===== config.mk =====
export PLATFORM = sky130hd
export DESIGN_NAME = gpio_in_filter
export DESIGN_NICKNAME = d
export VERILOG_FILES = /design/src/rtl/gpio_in_filter.sv
export SDC_FILE = /design/constraint.sdc
export NUM_CORES = 1
export LEC_CHECK = 0
export CAP_MARGIN = 15
export CORE_MARGIN = 5
export CORE_UTILIZATION = 57
export CTS_BUF_LIST = sky130_fd_sc_hd__clkbuf_8
export CTS_CLUSTER_SIZE = 25
export DETAILED_ROUTE_END_ITERATION = 12
export GPL_ROUTABILITY_DRIVEN = 0
export PLACE_DENSITY = 0.9
export SLEW_MARGIN = 30
export SYNTH_ARGS = -nofsm -noshare
export SYNTH_HDL_FRONTEND = slang
export SYNTH_SLANG_ARGS = --single-unit

===== constraint.sdc =====
create_clock -name clk_i -period 23.9 [get_ports clk_i]
set_clock_uncertainty 0.1 [all_clocks]
set_input_delay 4.78 -clock clk_i [delete_from_list [all_inputs] [get_ports clk_i]]
set_output_delay 4.78 -clock clk_i [all_outputs]
set_load 0.01 [all_outputs]

===== src/rtl/gpio_in_filter.sv =====
// Pad input conditioning: synchronizer, optional per-bit debounce on a shared
// prescaled sample tick, and registered rise/fall pulses.
module gpio_in_filter #(
    parameter int Width        = 32,
    parameter int SyncStages   = 2,
    parameter int FilterCycles = 4,
    parameter int PrescaleDiv  = 1
) (
    input  logic             clk_i,
    input  logic             rst_i,
    input  logic [Width-1:0] pad_din_i,
    input  logic [Width-1:0] filter_en_i,
    output logic [Width-1:0] gpio_o,
    output logic [Width-1:0] rise_o,
    output logic [Width-1:0] fall_o
);

    localparam int CntW = (FilterCycles > 1) ? $clog2(FilterCycles) : 1;
    localparam int PreW = (PrescaleDiv > 1) ? $clog2(PrescaleDiv) : 1;
    localparam logic [CntW-1:0] CntMax = CntW'(FilterCycles - 1);
    localparam logic [PreW-1:0] PreMax = PreW'(PrescaleDiv - 1);

    generate
        if (SyncStages < 2) begin : g_bad_sync
            $error("gpio_in_filter: SyncStages must be at least 2");
        end
        if (FilterCycles < 1) begin : g_bad_filter
            $error("gpio_in_filter: FilterCycles must be at least 1");
        end
        if (PrescaleDiv < 1) begin : g_bad_prescale
            $error("gpio_in_filter: PrescaleDiv must be at least 1");
        end
    endgenerate

    logic [SyncStages-1:0][Width-1:0] sync_q;
    logic [Width-1:0]                 s;
    logic [PreW-1:0]                  pre_q;
    logic                             tick;
    logic [Width-1:0][CntW-1:0]       cnt_q;
    logic [Width-1:0][CntW-1:0]       cnt_d;
    logic [Width-1:0]                 gpio_d;

    assign s    = sync_q[SyncStages-1];
    assign tick = (pre_q == PreMax);

    always_ff @(posedge clk_i or posedge rst_i) begin
        if (rst_i) begin
            sync_q <= '0;
        end else begin
            sync_q <= {sync_q[SyncStages-2:0], pad_din_i};
        end
    end

    // Free-running; pad activity never realigns the sample phase.
    always_ff @(posedge clk_i or posedge rst_i) begin
        if (rst_i) begin
            pre_q <= '0;
        end else if (tick) begin
            pre_q <= '0;
        end else begin
            pre_q <= pre_q + 1'b1;
        end
    end

    always_comb begin
        gpio_d = gpio_o;
        cnt_d  = cnt_q;
        for (int unsigned i = 0; i < Width; i++) begin
            if (!filter_en_i[i]) begin
                gpio_d[i] = s[i];
                cnt_d[i]  = '0;
            end else if (tick) begin
                if (s[i] == gpio_o[i]) begin
                    cnt_d[i] = '0;
                end else if (cnt_q[i] == CntMax) begin
                    gpio_d[i] = s[i];
                    cnt_d[i]  = '0;
                end else begin
                    cnt_d[i] = cnt_q[i] + 1'b1;
                end
            end
        end
    end

    // Pulses derive from the next level so they coincide with the new gpio_o.
    always_ff @(posedge clk_i or posedge rst_i) begin
        if (rst_i) begin
            cnt_q  <= '0;
            gpio_o <= '0;
            rise_o <= '0;
            fall_o <= '0;
        end else begin
            cnt_q  <= cnt_d;
            gpio_o <= gpio_d;
            rise_o <= gpio_d & ~gpio_o;
            fall_o <= ~gpio_d & gpio_o;
        end
    end

endmodule


==> run metrics <==
CTS sink count about 220; DR WL/cell about 16 µm; area of the multi-input gates 2400 µm²; critical path arrival about 1500 ps; Area Overhead vs Synth 32.2%; drc violations 0; crit path cell chain clkdlybuf4s50_1; Cells after DPL slightly below 900; Ports 162; achievable frequency 156 MHz; combinational power share a little under an eighth; Reg clk slew, reported paths roughly 70 ps; worst-case clock buffer depth 3; Yosys cell types 15; setup bufs post-CTS 0; DR pass1 iterations 4; n_diodes 0; first-pass GRT wire length approximately 25000 µm; Hold Startpoint sync_q[26]$_DFF_PP0_; largest net degree at the start of global routing between 100 and 150; Hold-fix buffers, CTS 0; CP delay by family, top buffers and inverters; Max Slew Vio Count 0; Worst slew margin between 50% and 60%; Power Density about 80 nW/µm²; area share of the largest cell type after synthesis between 70% and 80%; Final Hold Viols 0; switching share of power between 20% and 30%; clock power share 37.9%; outcome finished, final reports clean; TNS Setup 0 ps; Hold Path Class flip-flop to flip-flop; CTS tree built; row count 43; die height between 100 and 150 µm; DR vias/cell 5.06; Fillers slightly below 800; Final period util between 20 and 30%; synthesized area 8010 µm²; Place WS 16710 ps; Die Wd roughly 130 µm; Min Clock Period, post-route 6420 ps; Clock Latency Late Sink 490 ps; Starting Density roughly 58%; Setup Crit Path Kind flip-flop to primary output; critical path fanouts, max 5; grt ovf 0; Max Cap Violations 0; Startpoint Class flip-flop; RSZ-0062 raised after global routing no; Crit path largest cell delay 620 ps; Overall Power roughly 0.84 mW; r2r startpoint cnt_q[8]$_DFF_PP0_; Post-Layout Cell Count about 930; worst vdd ir approximately 0.061 mV; overall routing resource usage 19.1%; Reg power frac between 50% and 60%; Seq cells post-synth around 220; DPL Wire Length 10600 µm; # H-tree levels 2; worst slew pin tran roughly 710 ps; number of global-route vias before repair 5288; Num CTS Buffers 35; synth top area cells dfrtp_1 (70%), nor3b_1 (6.7%), ha_1 (5.0%); via count roughly 4700; Post-CTS Resized 0; NetSw between 0.15 and 0.2 mW; YS warnings 0; final net count just over 800; Seq. cell area about 5600 µm²; starting DRC count in detailed routing approximately 170; Worst setup EP type primary output; Buffers on Ports around 160; Core Area between 10000 and 15000 µm²; initial antenna violation count 1; Routed WL about 15000 µm; Final Core Density about three quarters; layout cells sized above 1 about 14%; Power Internal between 0.6 and 0.7 mW; syn nets about 630; Syn Area/Cell 15.1 µm²; post-synth top area cell dfrtp_1; post-synthesis sequential area ratio a little over two thirds; post-route antenna net violation count 0; Leak 4.89 nW; Crit-path slowest cell clkdlybuf4s50_1; final setup vio count 0; final worst slack between 15000 and 20000 ps; total die area between 15000 and 20000 µm²; Req. time, crit path ~19000 ps; Buf+Inv Stages, Crit Path 1; root buffer selected by CTS clkbuf_8; worst setup path start gpio_o[6]$_DFF_PP0_; Mapped Cells between 500 and 600
## worst paths after layout
| check | to | cells after the start | slack (ps) |
|---|---|---|---|
| setup / recovery | gpio_o[6] | 1 | 17480 |
| hold / removal | s[26]$_DFF_PP0_ | 0 | 250 |
| setup reg to reg | gpio_o[4]$_DFF_PP0_ | 3 | 22540 |
| hold reg to reg | s[26]$_DFF_PP0_ | 0 | 250 |
| max in group asynchronous | s[15]$_DFF_PP0_ | 3 | 17790 |
| min in group asynchronous | cnt_q[7]$_DFF_PP0_ | 2 | 4740 |
## through the flow
step	area [µm²]	hold WS (ps)
floorplan	8010	231
global placement	9860	232
detailed placement	9860	235
CTS	10600	247
global route	10600	254
finish	10600	245
## area by class of cell
| cell class | count | share of cell area [%] |
|---|---|---|
| clock buffers | 46 | 5.98 |
| clock inverters | 13 | 0.780 |
| inverters | 1 | 0.154 |
| multi-input cells | 306 | 22.6 |
| flip-flops and latches | 224 | 53.0 |
| well taps | 180 | 2.13 |
| repair buffers | 162 | 15.3 |
## synthesized netlist by cell type
cell type,count
and3_1,10
xor2_1,5
nor2b_4,14
dfrtp_1,224
nand2b_1,18
nor2_1,32
nand2_1,27
mux2_2,32
xnor2_1,27
inv_1,1
nor3b_1,71
nor4b_2,2
nor2b_1,18
ha_1,32
nor3_1,18
## registers in the layout, summed over array words and instances, names as in the netlist
name,count
fall_o,32
sync_q,32
s,32
gpio_o,32
rise_o,32
cnt_q,64
## power by group through the flow
stage | Combinational [mW] | Clock (mW) | Sequential, mW
2_1_floorplan | 0.0433 | 0 | 0.435
3_3_place_gp | 0.0905 | 0 | 0.430
3_5_place_dp | 0.0959 | 0 | 0.433
4_1_cts | 0.0974 | 0.329 | 0.427
5_1_grt | 0.106 | 0.347 | 0.430
6_report | 0.0954 | 0.319 | 0.427
## cells by family after synthesis
logic type	Yosys count	synth area share (%)
xor+xnor	32	3.50
fa+ha+maj	32	5.00
mux	32	4.50
buf+inv	1	0.0468
simple gates	210	16.9
flops	224	70.0
## routing by layer
metal / global-route usage (%) / up-vias / wire (µm)
met5: 0 / - / 7
li1: - / 2197 / -
met3: 6.56 / 28 / 1080
met4: 5.87 / 2 / 266
met1: 21.1 / 2365 / 5640
met2: 34.7 / 127 / 8210
## cell usage in the layout (no fill, tap or decap)
cell type          n
and3_1            10
buf_6              1
bufinv_16          1
clkbuf_8          46
clkdlybuf4s50_1  161
clkinv_2           6
clkinv_8           1
dfrtp_1          224
ha_1              32
inv_1              6
mux2_2            32
nand2_1           27
nand2b_1          18
nor2_1            32
nor2b_1           18
nor2b_4           14
nor3_1            18
nor3b_1           71
nor4b_2            2
xnor2_1           27
xor2_1             5
Note: power is estimated with default switching activity, not from simulation.
